[src/rtl/jnav_pkg.sv]
// Shared types and default constants for the JNAV spreader slice.
package jnav_pkg;

    typedef enum logic [1:0] {
        StIdle,
        StPrime,
        StRun
    } jnav_state_e;

    localparam int unsigned JNAV_CODE_LEN       = 10230;
    localparam int unsigned JNAV_EPOCHS_PER_BIT = 20;

endpackage

[src/rtl/jnav_bit_fifo.sv]
// 1-bit synchronous FIFO; push is ignored when full, pop is ignored when empty.
module jnav_bit_fifo #(
    parameter int unsigned Depth = 4
) (
    input  logic clk_i,
    input  logic rst_ni,
    input  logic push_i,
    input  logic data_i,
    input  logic pop_i,
    output logic data_o,
    output logic full_o,
    output logic empty_o
);

    localparam int unsigned AW = $clog2(Depth);

    logic [AW:0]      wr_ptr_q, rd_ptr_q;
    logic [Depth-1:0] mem_q;

    // Extra pointer MSB distinguishes full from empty when the indices match.
    assign full_o  = (wr_ptr_q[AW] != rd_ptr_q[AW]) && (wr_ptr_q[AW-1:0] == rd_ptr_q[AW-1:0]);
    assign empty_o = (wr_ptr_q == rd_ptr_q);
    assign data_o  = mem_q[rd_ptr_q[AW-1:0]];

    always_ff @(posedge clk_i or negedge rst_ni) begin
        if (!rst_ni) begin
            wr_ptr_q <= '0;
            rd_ptr_q <= '0;
            mem_q    <= '0;
        end else begin
            if (push_i && !full_o) begin
                mem_q[wr_ptr_q[AW-1:0]] <= data_i;
                wr_ptr_q                <= wr_ptr_q + (AW + 1)'(1);
            end
            if (pop_i && !empty_o) begin
                rd_ptr_q <= rd_ptr_q + (AW + 1)'(1);
            end
        end
    end

endmodule

[src/rtl/jnav_spreader.sv]
// XORs the PRN chip stream with nav bits held for EPOCHS_PER_BIT code epochs.
// Define JNAV_SPREADER_STATUS_EN to expose the per-chip counter ports.
module jnav_spreader
    import jnav_pkg::*;
#(
    parameter int unsigned CODE_LEN       = JNAV_CODE_LEN,
    parameter int unsigned EPOCHS_PER_BIT = JNAV_EPOCHS_PER_BIT,
    parameter int unsigned FIFO_DEPTH     = 4,
    localparam int unsigned CW = $clog2(CODE_LEN),
    localparam int unsigned EW = (EPOCHS_PER_BIT > 1) ? $clog2(EPOCHS_PER_BIT) : 1
) (
    input  logic          clk_i,
    input  logic          rst_ni,
    input  logic          start_i,
    input  logic          stop_i,
    input  logic          chip_in_i,
    input  logic          chip_valid_i,
    input  logic          data_bit_i,
    input  logic          data_valid_i,
    output logic          data_ready_o,
    output logic          spread_out_o,
    output logic          spread_valid_o,
    output logic          epoch_strobe_o,
    output logic          bit_strobe_o,
    output logic          underrun_o,
`ifdef JNAV_SPREADER_STATUS_EN
    output logic [CW-1:0] chip_count_o,
    output logic [EW-1:0] epoch_count_o,
`endif
    output logic          busy_o
);

    localparam logic [CW-1:0] ChipMax  = CW'(CODE_LEN - 1);
    localparam logic [EW-1:0] EpochMax = EW'(EPOCHS_PER_BIT - 1);

    jnav_state_e   state_q, state_d;
    logic [CW-1:0] chip_cnt_q, chip_cnt_d;
    logic [EW-1:0] epoch_cnt_q, epoch_cnt_d;
    logic          cur_bit_q, cur_bit_d;
    logic          underrun_q, underrun_d;
    logic          spread_q, spread_d;
    logic          valid_q, valid_d;
    logic          estr_q, estr_d;
    logic          bstr_q, bstr_d;
`ifdef JNAV_SPREADER_STATUS_EN
    logic [CW-1:0] chip_count_q, chip_count_d;
    logic [EW-1:0] epoch_count_q, epoch_count_d;
`endif

    logic fifo_push, fifo_pop, fifo_rd, fifo_full, fifo_empty;
    logic last_chip, last_epoch;

    assign fifo_push  = data_valid_i && !fifo_full;
    assign last_chip  = (chip_cnt_q == ChipMax);
    assign last_epoch = (epoch_cnt_q == EpochMax);

    jnav_bit_fifo #(
        .Depth (FIFO_DEPTH)
    ) u_fifo (
        .clk_i   (clk_i),
        .rst_ni  (rst_ni),
        .push_i  (fifo_push),
        .data_i  (data_bit_i),
        .pop_i   (fifo_pop),
        .data_o  (fifo_rd),
        .full_o  (fifo_full),
        .empty_o (fifo_empty)
    );

    always_ff @(posedge clk_i or negedge rst_ni) begin
        if (!rst_ni) begin
            state_q <= StIdle;
        end else begin
            state_q <= state_d;
        end
    end

    always_comb begin
        state_d = state_q;
        unique case (state_q)
            StIdle:  if (start_i) state_d = StPrime;
            StPrime: if (!fifo_empty) state_d = StRun;
            StRun:   state_d = StRun;
            default: state_d = StIdle;
        endcase
        // stop overrides everything, including a coincident start.
        if (stop_i) state_d = StIdle;
    end

    always_comb begin
        fifo_pop    = 1'b0;
        chip_cnt_d  = chip_cnt_q;
        epoch_cnt_d = epoch_cnt_q;
        cur_bit_d   = cur_bit_q;
        underrun_d  = underrun_q;
        spread_d    = 1'b0;
        valid_d     = 1'b0;
        estr_d      = 1'b0;
        bstr_d      = 1'b0;
`ifdef JNAV_SPREADER_STATUS_EN
        chip_count_d  = '0;
        epoch_count_d = '0;
`endif
        if (stop_i) begin
            chip_cnt_d  = '0;
            epoch_cnt_d = '0;
        end else if (state_q == StPrime && !fifo_empty) begin
            fifo_pop    = 1'b1;
            cur_bit_d   = fifo_rd;
            chip_cnt_d  = '0;
            epoch_cnt_d = '0;
        end else if (state_q == StRun && chip_valid_i) begin
            spread_d = chip_in_i ^ cur_bit_q;
            valid_d  = 1'b1;
            estr_d   = last_chip;
            bstr_d   = last_chip && last_epoch;
`ifdef JNAV_SPREADER_STATUS_EN
            chip_count_d  = chip_cnt_q;
            epoch_count_d = epoch_cnt_q;
`endif
            if (!last_chip) begin
                chip_cnt_d = chip_cnt_q + CW'(1);
            end else begin
                chip_cnt_d = '0;
                if (!last_epoch) begin
                    epoch_cnt_d = epoch_cnt_q + EW'(1);
                end else begin
                    epoch_cnt_d = '0;
                    // A missing bit sends raw chips until the next boundary retries.
                    if (!fifo_empty) begin
                        fifo_pop  = 1'b1;
                        cur_bit_d = fifo_rd;
                    end else begin
                        underrun_d = 1'b1;
                        cur_bit_d  = 1'b0;
                    end
                end
            end
        end
    end

    always_ff @(posedge clk_i or negedge rst_ni) begin
        if (!rst_ni) begin
            chip_cnt_q  <= '0;
            epoch_cnt_q <= '0;
            cur_bit_q   <= 1'b0;
            underrun_q  <= 1'b0;
            spread_q    <= 1'b0;
            valid_q     <= 1'b0;
            estr_q      <= 1'b0;
            bstr_q      <= 1'b0;
`ifdef JNAV_SPREADER_STATUS_EN
            chip_count_q  <= '0;
            epoch_count_q <= '0;
`endif
        end else begin
            chip_cnt_q  <= chip_cnt_d;
            epoch_cnt_q <= epoch_cnt_d;
            cur_bit_q   <= cur_bit_d;
            underrun_q  <= underrun_d;
            spread_q    <= spread_d;
            valid_q     <= valid_d;
            estr_q      <= estr_d;
            bstr_q      <= bstr_d;
`ifdef JNAV_SPREADER_STATUS_EN
            chip_count_q  <= chip_count_d;
            epoch_count_q <= epoch_count_d;
`endif
        end
    end

    assign data_ready_o   = !fifo_full;
    assign spread_out_o   = spread_q;
    assign spread_valid_o = valid_q;
    assign epoch_strobe_o = estr_q;
    assign bit_strobe_o   = bstr_q;
    assign underrun_o     = underrun_q;
    assign busy_o         = (state_q != StIdle);
`ifdef JNAV_SPREADER_STATUS_EN
    assign chip_count_o  = chip_count_q;
    assign epoch_count_o = epoch_count_q;
`endif

endmodule
[config.mk]
export PLATFORM = sky130hd
export DESIGN_NAME = jnav_spreader
export DESIGN_NICKNAME = d
export VERILOG_FILES = /design/src/rtl/jnav_pkg.sv /design/src/rtl/jnav_bit_fifo.sv /design/src/rtl/jnav_spreader.sv
export SDC_FILE = /design/constraint.sdc
export NUM_CORES = 1
export LEC_CHECK = 0
export ABC_AREA = 1
export CAP_MARGIN = 20
export CORE_MARGIN = 2
export CORE_UTILIZATION = 53
export DETAILED_ROUTE_END_ITERATION = 12
export GPL_TIMING_DRIVEN = 0
export PLACE_DENSITY = 0.82
export SLEW_MARGIN = 40
export SYNTH_ARGS = -nofsm -noshare
export SYNTH_HDL_FRONTEND = slang
export SYNTH_SLANG_ARGS = --single-unit
[constraint.sdc]
create_clock -name clk_i -period 1.6 [get_ports clk_i]
set_input_delay 0.32 -clock clk_i [delete_from_list [all_inputs] [get_ports clk_i]]
set_output_delay 0.32 -clock clk_i [all_outputs]
set_load 0.1 [all_outputs]
==> summary.txt <==
Clocking
  – Clk sinks: 37
  – TritonCTS clock tree: yes
  – Clk pin slew, worst setup/hold paths: 0.07 ns
  – Root Driver: clkbuf_8
  – Worst skew pair latency: 0.30 ns
  – H-tree Lvls: 2
  – TritonCTS buffer count: 5
  – Longest Clk Path Bufs: 2

Timing
  – Clock Skews: 0.00745 ns
  – Total negative slack: -0.0450 ns
  – Final hold violation count: 0
  – Endpoints failing setup: 4
  – Hold WS: 0.443 ns
  – Fin crit share: 1.01
  – Worst Tran Pin Value: between 0.5 and 0.6 ns
  – Setup WS post-layout: -0.0216 ns
  – Top achievable clock speed: ~0.6 GHz
  – Rel. slew slack: 0.669
  – RSZ-0062 raised after global routing: true
  – Post-route minimum period: 1.62 ns
  – Slew Viols, Final: 0

Setup path
  – Crit Path Class: register to register
  – Crit path max fanout: 6
  – Worst setup EP type: register
  – CP Data Arrival Time: 1.81 ns
  – CP Launch Type: register
  – Req. time, crit path: 1.79 ns

Power
  – Comb pwr share: 0.528
  – Sequential power share: 0.313
  – Clock Power Share: 0.159
  – Worst IR Drop VDD: around 1600 uV
  – Internal: 0.00222 W
  – P_sw: 0.00182 W
  – Cell area power density: 1420 mW/mm^2
  – P_leak: 1.40 nW
  – Net Sw Frac: 0.451

Logic synthesis
  – Yosys cell types: 26
  – Post-Synthesis Cell Area: 0.00224 sq mm
  – Sequential element share of the synthesized area: 0.414
  – #FFs+latches synth: 37
  – Post-Syn Nets: around 320
  – Syn avg cell area: 7.51 sq um
  – Ys Warns: 0
  – Syn Inst Count: 298

Final layout
  – Layout area overhead: 27.6%
  – Final Instance Count excl. Fillers: 390
  – Nets: approximately 360
  – Antenna cells: 0
  – Layout cell share with drive strength beyond 1: 0.238

Status
  – Failing checks: setup timing
  – Run status: finished with violations

Route
  – DR vias: 2170
  – Mean number of vias per cell: approximately 5.6
  – Drt first pass iters: 4
  – Starting DRT DRC Count: roughly 240
  – Post-Route WL: 6060 um
  – DRT antenna net count: 0
  – Routed WL per cell: ~16 um
  – DRC Markers: 0

Floorplanning
  – Die W: about 70 um
  – Initial Utilization: 0.556
  – Die height: 69.0 um
  – # IOs: 15
  – Die area: 0.00476 sq mm
  – Core ar.: between 0.004 and 0.005 sq mm
  – Std-Cell Rows: 23

Global route
  – Largest net degree at the start of global routing: 16
  – Antenna violations before repair: 0
  – Global Route Usage Sum: 0.256
  – Total congestion overflow: 0
  – Vias in the first global route: 1976
  – First-pass GRT wire length: a little under 9000 um

Run
  – Max Cap Viol: 0

Placed design
  – I/O Buffers: 14
  – Worst slack, placed: -0.378 ns
  – Dpl hpwl: around 3500 um
  – GP Congestion: 0.904
  – Placed Cells: 364

Worst hold path
  – Hold WC Path Type: input port to async pin
kinds of logic after synthesis:
kind of cell,after synthesis,synth area share
and+or+nand+nor,178,0.355
buffers and inverters,40,0.0760
adders and majority gates,12,0.0671
AOI/OAI and AO/OA,21,0.0492
DFF,37,0.414
xor gates and xnor gates,10,0.0391
power by group through the flow:
stage               clock network (W)  logic (W)  registers, W
floorplan                           0    0.00118       0.00127
detailed placement                  0    0.00151       0.00128
global placement                    0    0.00148       0.00127
global route                 0.000688    0.00230       0.00128
finish                       0.000642    0.00214       0.00126
CTS                          0.000645    0.00169       0.00125
synthesized netlist by cell type (all sizes together):
cell type  number  share of area
ha             12          0.067
inv            34          0.057
nor3            7          0.018
xnor2           3          0.012
clkbuf          1         0.0017
buf             4          0.016
nand4          18          0.050
o21ai           9          0.020
o31ai           1         0.0034
dfrtp          37           0.41
xor2            7          0.027
nor2           42          0.072
a21oi          10          0.022
clkinv          1         0.0017
nand2          89           0.16
nand3          22          0.057
o21bai          1         0.0034
sequential cells by signal, indices dropped and copies added (netlist names):
| name | flops |
|---|---|
| epoch_cnt_q | 5 |
| spread_valid_o | 1 |
| u_fifo.mem_q | 4 |
| u_fifo.rd_ptr_q | 3 |
| cur_bit_q | 1 |
| chip_cnt_q | 14 |
| bit_strobe_o | 1 |
| u_fifo.wr_ptr_q | 3 |
| epoch_strobe_o | 1 |
| spread_out_o | 1 |
| underrun_o | 1 |
| state_q | 2 |
area by class of cell:
type	count	area, sq um
multi-input cells	221	1280
fillers	289	1170
flip-flops and latches	37	931
repair buffers	34	327
inverters	35	133
clock buffers	8	80.1
well taps	50	62.6
plain buffers	5	43.8
layout by cell type, fill, tap and decap left out, drive strengths merged:
| cell | Yosys | final |
|---|---|---|
| a21oi | 10 | 10 |
| buf | 4 | 31 |
| clkbuf | 1 | 9 |
| clkdlybuf4s50 | 0 | 6 |
| clkinv | 1 | 1 |
| dfrtp | 37 | 37 |
| dlygate4sd3 | 0 | 1 |
| ha | 12 | 12 |
| inv | 34 | 34 |
| nand2 | 89 | 89 |
| nand3 | 22 | 22 |
| nand4 | 18 | 18 |
| nor2 | 42 | 42 |
| nor3 | 7 | 7 |
| o21ai | 9 | 9 |
| o21bai | 1 | 1 |
| o31ai | 1 | 1 |
| xnor2 | 3 | 3 |
| xor2 | 7 | 7 |
path summary, 6_finish.rpt:
path                                 startpoint                 end  slack [ns]  depth (start not counted)
worst max-delay path                 state_q[0]  u_fifo.rd_ptr_q[1]       -0.02                          9
worst min-delay path                     rst_ni  u_fifo.wr_ptr_q[1]        0.44                          2
worst max register to register       state_q[0]  u_fifo.rd_ptr_q[1]       -0.02                          9
worst min register to register  u_fifo.mem_q[1]     u_fifo.mem_q[1]        0.49                          2
max in group asynchronous                rst_ni  u_fifo.rd_ptr_q[0]        0.62                          4
min in group clk_i              u_fifo.mem_q[1]     u_fifo.mem_q[1]        0.49                          2
timing repair:
item | 4_1_cts | 5_1_grt
endpoints found under the hold margin | 9 | 0
setup endpoints to repair | 23 | 28
pin swaps | 5 | 11
hold buffers | 1 | 0
gates resized for setup | 23 | 29
buffers inserted | 4 | 13
through the flow:
stage	cell area, sq um	utilization	total power [W]
after floorplan	2260	-	0.00245
after global placement	2460	0.610	0.00275
after detailed placement	2470	0.614	0.00278
after CTS	2660	0.661	0.00359
after global routing	2860	0.709	0.00427
final	2860	0.709	0.00404
metal layers:
metal	up-vias	routed length, um	track usage
li1	1036	-	-
met1	1034	2480	0.344
met2	77	3050	0.410
met3	23	312	0.0341
met4	0	214	0.120
met5	-	0	0
critical path, cell delays in order, from the launching register on:
cell and delay, ns:
dfrtp_1 0.41, inv_2 0.11, ha_2 0.22, nand2_4 0.10, nor2_2 0.14, nand3_2 0.13
nand2_4 0.13, nand3_2 0.10, nand2_1 0.10, nand2_1 0.07
Note: power is estimated with default switching activity, not from simulation.
